**src/rtl/frame_ring_ctrl.sv**
```systemverilog
// Frame ring controller: hands DDR frame slots to a capture path (writer) and a host (reader),
// tracking complete unread frames and timing out captures that never commit.
module frame_ring_ctrl #(
    parameter int          NUM_BUFS   = 4,
    parameter logic [29:0] BASE_ADDR  = 30'h0000000,
    parameter logic [29:0] BUF_STRIDE = 30'h0800000,
    parameter logic [23:0] TIMEOUT    = 24'd16000000
) (
    input  logic        clk,
    input  logic        mem_reset,
    input  logic        capture_en,
    input  logic        single_shot,
    output logic        trigger,
    output logic [29:0] wr_start_addr,
    input  logic        frame_written,
    input  logic        rd_req,
    output logic        rd_ack,
    output logic [29:0] rd_start_addr,
    input  logic        rd_done,
    output logic [3:0]  buf_count,
    output logic        stall,
    output logic [7:0]  timeout_count
);

    localparam int              PTR_W      = (NUM_BUFS > 1) ? $clog2(NUM_BUFS) : 1;
    localparam logic [PTR_W-1:0] LAST_PTR  = PTR_W'(NUM_BUFS - 1);
    localparam logic [3:0]      FULL_COUNT = 4'(NUM_BUFS);

    typedef enum logic {W_IDLE, W_ARM}  wr_state_t;
    typedef enum logic {R_IDLE, R_BUSY} rd_state_t;

    // Slot base addresses are constants, so the ring address is a table lookup.
    logic [29:0] slot_addr [NUM_BUFS];
    for (genvar gi = 0; gi < NUM_BUFS; gi++) begin : g_slot
        assign slot_addr[gi] = BASE_ADDR + 30'(gi) * BUF_STRIDE;
    end

    function automatic logic [PTR_W-1:0] next_ptr(input logic [PTR_W-1:0] p);
        return (p == LAST_PTR) ? '0 : p + PTR_W'(1);
    endfunction

    wr_state_t        wr_state_reg, wr_state_next;
    rd_state_t        rd_state_reg, rd_state_next;
    logic [PTR_W-1:0] wr_ptr_reg, wr_ptr_next;
    logic [PTR_W-1:0] rd_ptr_reg, rd_ptr_next;
    logic [3:0]       buf_count_reg, buf_count_next;
    logic             pending_reg, pending_next;
    logic [1:0]       arm_ok_reg, arm_ok_next;
    logic [23:0]      to_cnt_reg, to_cnt_next;
    logic [7:0]       timeout_count_reg, timeout_count_next;
    logic             trigger_reg, trigger_next;
    logic             stall_reg, stall_next;
    logic [29:0]      wr_start_addr_reg, wr_start_addr_next;
    logic [29:0]      rd_start_addr_reg, rd_start_addr_next;

    logic capture_req;
    logic fw_acc;
    logic rd_acc;

    always_comb begin
        wr_state_next      = wr_state_reg;
        rd_state_next      = rd_state_reg;
        wr_ptr_next        = wr_ptr_reg;
        rd_ptr_next        = rd_ptr_reg;
        buf_count_next     = buf_count_reg;
        pending_next       = pending_reg | single_shot;
        arm_ok_next        = {arm_ok_reg[0], 1'b1};
        to_cnt_next        = to_cnt_reg;
        timeout_count_next = timeout_count_reg;
        trigger_next       = 1'b0;
        rd_start_addr_next = rd_start_addr_reg;
        fw_acc             = 1'b0;
        rd_acc             = 1'b0;
        capture_req        = capture_en | pending_reg;

        case (wr_state_reg)
            W_IDLE: begin
                to_cnt_next = '0;
                // arm_ok holds off the first trigger for two edges after reset release
                if (capture_req && (buf_count_reg < FULL_COUNT) && arm_ok_reg[1]) begin
                    wr_state_next = W_ARM;
                    trigger_next  = 1'b1;
                    pending_next  = single_shot;
                end
            end
            W_ARM: begin
                if (frame_written) begin
                    fw_acc        = 1'b1;
                    wr_state_next = W_IDLE;
                    wr_ptr_next   = next_ptr(wr_ptr_reg);
                    to_cnt_next   = '0;
                end else if (to_cnt_reg == TIMEOUT - 24'd1) begin
                    wr_state_next = W_IDLE;
                    to_cnt_next   = '0;
                    if (timeout_count_reg != 8'hFF) begin
                        timeout_count_next = timeout_count_reg + 8'd1;
                    end
                end else begin
                    to_cnt_next = to_cnt_reg + 24'd1;
                end
            end
            default: wr_state_next = W_IDLE;
        endcase

        case (rd_state_reg)
            R_IDLE: begin
                if (rd_req && (buf_count_reg != 4'd0)) begin
                    rd_state_next      = R_BUSY;
                    rd_start_addr_next = slot_addr[rd_ptr_reg];
                end
            end
            R_BUSY: begin
                if (rd_done) begin
                    rd_acc        = 1'b1;
                    rd_state_next = R_IDLE;
                    rd_ptr_next   = next_ptr(rd_ptr_reg);
                end
            end
            default: rd_state_next = R_IDLE;
        endcase

        case ({fw_acc, rd_acc})
            2'b10:   buf_count_next = buf_count_reg + 4'd1;
            2'b01:   buf_count_next = buf_count_reg - 4'd1;
            default: buf_count_next = buf_count_reg;
        endcase

        // Tracking wr_ptr keeps the address stable long before and throughout W_ARM.
        wr_start_addr_next = slot_addr[wr_ptr_next];
        stall_next = (wr_state_reg == W_IDLE) && capture_req && (buf_count_reg == FULL_COUNT);
    end

    always_ff @(posedge clk or posedge mem_reset) begin
        if (mem_reset) begin
            wr_state_reg      <= W_IDLE;
            rd_state_reg      <= R_IDLE;
            wr_ptr_reg        <= '0;
            rd_ptr_reg        <= '0;
            buf_count_reg     <= '0;
            pending_reg       <= 1'b0;
            arm_ok_reg        <= '0;
            to_cnt_reg        <= '0;
            timeout_count_reg <= '0;
            trigger_reg       <= 1'b0;
            stall_reg         <= 1'b0;
            wr_start_addr_reg <= BASE_ADDR;
            rd_start_addr_reg <= BASE_ADDR;
        end else begin
            wr_state_reg      <= wr_state_next;
            rd_state_reg      <= rd_state_next;
            wr_ptr_reg        <= wr_ptr_next;
            rd_ptr_reg        <= rd_ptr_next;
            buf_count_reg     <= buf_count_next;
            pending_reg       <= pending_next;
            arm_ok_reg        <= arm_ok_next;
            to_cnt_reg        <= to_cnt_next;
            timeout_count_reg <= timeout_count_next;
            trigger_reg       <= trigger_next;
            stall_reg         <= stall_next;
            wr_start_addr_reg <= wr_start_addr_next;
            rd_start_addr_reg <= rd_start_addr_next;
        end
    end

    assign trigger       = trigger_reg;
    assign wr_start_addr = wr_start_addr_reg;
    assign rd_ack        = (rd_state_reg == R_BUSY);
    assign rd_start_addr = rd_start_addr_reg;
    assign buf_count     = buf_count_reg;
    assign stall         = stall_reg;
    assign timeout_count = timeout_count_reg;

endmodule

```
**config.mk**
```make
export PLATFORM = sky130hd
export DESIGN_NAME = frame_ring_ctrl
export DESIGN_NICKNAME = d
export VERILOG_FILES = /design/src/rtl/frame_ring_ctrl.sv
export SDC_FILE = /design/constraint.sdc
export NUM_CORES = 1
export LEC_CHECK = 0
export BUFFER_PORTS_ARGS = -buffer_cell sky130_fd_sc_hd__buf_2
export CAP_MARGIN = 20
export CORE_ASPECT_RATIO = 0.9
export CORE_MARGIN = 5
export CORE_UTILIZATION = 33
export CTS_CLUSTER_SIZE = 30
export DETAILED_ROUTE_END_ITERATION = 6
export HOLD_SLACK_MARGIN = 0.05
export PLACE_DENSITY_LB_ADDON = 0.15
export SYNTH_ARGS = -nofsm -noshare
export SYNTH_HDL_FRONTEND = slang
export SYNTH_SLANG_ARGS = --single-unit
```
**constraint.sdc**
```tcl
create_clock -name clk -period 3.2 [get_ports clk]
set_clock_uncertainty 0.1 [all_clocks]
set_input_delay 0.32 -clock clk [delete_from_list [all_inputs] [get_ports clk]]
set_output_delay 0.32 -clock clk [all_outputs]
set_load 0.02 [all_outputs]
```
==> flow_metrics.env <==
export IMPL_cpPeakStageDelay_ns=0.77
export IMPL_crit_top_cell="or4_1"
export IMPL_cp_required_ns=3.29
export IMPL_cts_resized=0
export IMPL_synth_cells=281
export IMPL_pwr_share_clk_pct=28.5
export IMPL_yosys_area_share_simple_pct=18.8
export IMPL_crit_path_end_kind="register"
export IMPL_powerDensity_nw_per_um2=603
export IMPL_clk_path_buf_depth=2
export IMPL_yosys_area_share_adder_pct=3.81
export IMPL_synth_compound_area_share_pct=6.52
export IMPL_clkLatencyLatePin_ns=0.30
export IMPL_antenna_found_initial=0
export IMPL_via_count=1876
export IMPL_route_detailed_drc=0
export IMPL_grt_max_degree=35
export IMPL_period_needed_ns=2.61
export IMPL_setup_ws_ns=0.591
export IMPL_core_um2=8450
export IMPL_synth_edf_count=0
export IMPL_maxSlewViolCount=0
export IMPL_relSlewSlack_pct=50.9
export IMPL_diodes=0
export IMPL_comb_power_share_pct=27.9
export IMPL_cp_max_fo=9
export IMPL_path_clk_slew_ns=0.09
export IMPL_cp_arrival_ns=2.70
export IMPL_final_hold_viol_count=0
export IMPL_synthFlopType="dfrtp_1"
export IMPL_slowest_stage="or4_1"
export IMPL_synthArstFlopShare_pct=100
export IMPL_clock_fmax_mhz=383
export IMPL_avgSynthCellArea_um2=10.0
export IMPL_tns_ns=0
export IMPL_finalWeightedCongestion=0.714
export IMPL_pin_count=82
export IMPL_layout_common_cells="conb_1 (57), dfrtp_1 (49), buf_2 (25)"
export IMPL_place_ws_ns=0.597
export IMPL_period_share_pct=81.5
export IMPL_rows=32
export IMPL_numCtsBuffers=5
export IMPL_synth_area_mux_share_pct=2.70
export IMPL_drt_vias_per_instance=4.38
export IMPL_switchingPower_mw=0.606
export IMPL_grt_pass1_vias=1795
export IMPL_path_buf_inv=1
export IMPL_die_y_um=97.7
export IMPL_cts_tree="done"
export IMPL_wl_um=4980
export IMPL_ant_nets=0
export IMPL_drive_gt1_share_pct=15.9
export IMPL_power_frac_seq_pct=43.6
export IMPL_grt_total_usage_pct=9.77
export IMPL_rsz0062_at_grt="false"
export IMPL_clockRootBuffer="clkbuf_8"
export IMPL_largest_reg_flops=24
export IMPL_fill_cells=858
export IMPL_layout_commonest_cell="conb_1"
export IMPL_path_class="reg2reg"
export IMPL_worst_pin_slew_ns=0.732
export IMPL_start_kind="register"
export IMPL_area_delta_synth_final_pct=6.43
export IMPL_min_path_type="in2async"
export IMPL_cts_num_sinks=49
export IMPL_initialDrtViolationCount=71
export IMPL_drv_cap=0
export IMPL_grt_pass1_wl_um=8460
export IMPL_portBuffers=25
export IMPL_firstDrtPassIters=4
export IMPL_synth_top_family_by_area="simple AND/OR/NAND/NOR gates"
export IMPL_wl_per_cell_um=11.6
export IMPL_peakVddDrop_mv=0.358
export IMPL_ys_ff_latch=49
export IMPL_h_tree_depth=2
export IMPL_synth_distinct_cells=39
export IMPL_p_leak_nw=1.42
export IMPL_run_status="complete, no violations"
export IMPL_start_util_pct=33.4
export IMPL_cell_internal_pwr_mw=1.21
export IMPL_syn_area_um2=2820
export IMPL_dp_hpwl_um=3650
export IMPL_nets=323
export IMPL_die_x_um=107
export IMPL_post_cts_buffers=0
export IMPL_ys_seq_area_share_pct=43.4
export IMPL_crit_chain="or4_1 > or4_1 > o21ai_4 > buf_4 > o21ai_1"
export IMPL_finalSetupViolCount=0
export IMPL_cp_top_family="simple AND/OR/NAND/NOR gates"
export IMPL_ys_warn_count=0
export IMPL_synth_xor_area_share_pct=6.83
export IMPL_ctsHoldBuffers=0
export IMPL_overflow=0
export IMPL_dieArea_um2=10500
export IMPL_switching_share_pct=33.4
[worst paths after layout]
check	startpoint	to	slack, ns	cells past startpoint
hold / removal	mem_reset	buf_count[1]	0.03	2
setup reg to reg	to_cnt_reg[17]	wr_state_reg	0.59	5
hold reg to reg	arm_ok_reg[0]	arm_ok_reg[1]	0.26	0
setup / recovery	to_cnt_reg[17]	wr_state_reg	0.59	5
min in group clk	single_shot	pending_reg	0.09	2
max in group asynchronous	mem_reset	to_cnt_reg[4]	2.27	3
[through the flow]
| stage | total power, mW | cell area (µm²) | cells | hold WS [ns] | utilization, % |
|---|---|---|---|---|---|
| floorplan | 1.23 | 3030 | 336 | 0.231 | - |
| global placement | 1.31 | 2870 | 420 | 0.234 | 34.0 |
| detailed placement | 1.32 | 2870 | 420 | 0.243 | 34.0 |
| CTS | 1.84 | 3000 | 428 | 0.0661 | 35.6 |
| global route | 1.93 | 3000 | 428 | 0.0835 | 35.6 |
| finish | 1.81 | 3000 | 428 | 0.0258 | 35.6 |
[layer usage]
metal	track usage [%]	wire length, µm	vias to the layer above
li1	-	-	904
met1	13.7	2340	906
met2	15.2	2280	63
met3	2.12	324	3
met4	2.62	27	0
met5	0	0	-
[power groups by stage]
stage          Sequential [mW]  Clock [mW]  Combinational (mW)
3_5_place_dp             0.805           0               0.512
5_1_grt                  0.808       0.563               0.564
2_1_floorplan            0.866           0               0.361
6_report                 0.790       0.518               0.505
4_1_cts                  0.792       0.531               0.514
3_3_place_gp             0.805           0               0.505
[cells by family (layout without fill, tap and decap cells)]
group | Yosys count | after routing
adder cells (fa/ha/maj) | 8 | 8
other | 2 | 57
flip-flops | 49 | 49
multiplexers | 7 | 7
buffers and inverters | 74 | 47
AND/OR/NAND/NOR | 89 | 89
AO/OA/AOI/OAI | 30 | 30
XOR/XNOR | 22 | 22
[cells in the mapped netlist, types with 7 or more instances]
master   instances  area [µm²]
a21oi_1         11        55.1
buf_4           58         435
dfrtp_1         49        1230
ha_1             7        87.6
inv_1           11        41.3
nand2_1         13        48.8
nand3_1         13        65.1
nor2_1          19        71.3
o21ai_0          7        35.0
or3_1            8        50.1
or4_1            7        52.6
xor2_1          16         140
[layout make-up]
cell class / instances / area (µm²) / share of cell area (%)
multi-input combinational: 213 / 1310 / 43.5
sequential: 49 / 1230 / 40.8
tap: 119 / 149 / 4.96
timing repair buffer: 28 / 148 / 4.91
clock buffer: 5 / 68.8 / 2.29
clock inverter: 3 / 65.1 / 2.17
inverter: 11 / 41.3 / 1.37
Power figures use the tool's default switching activity.
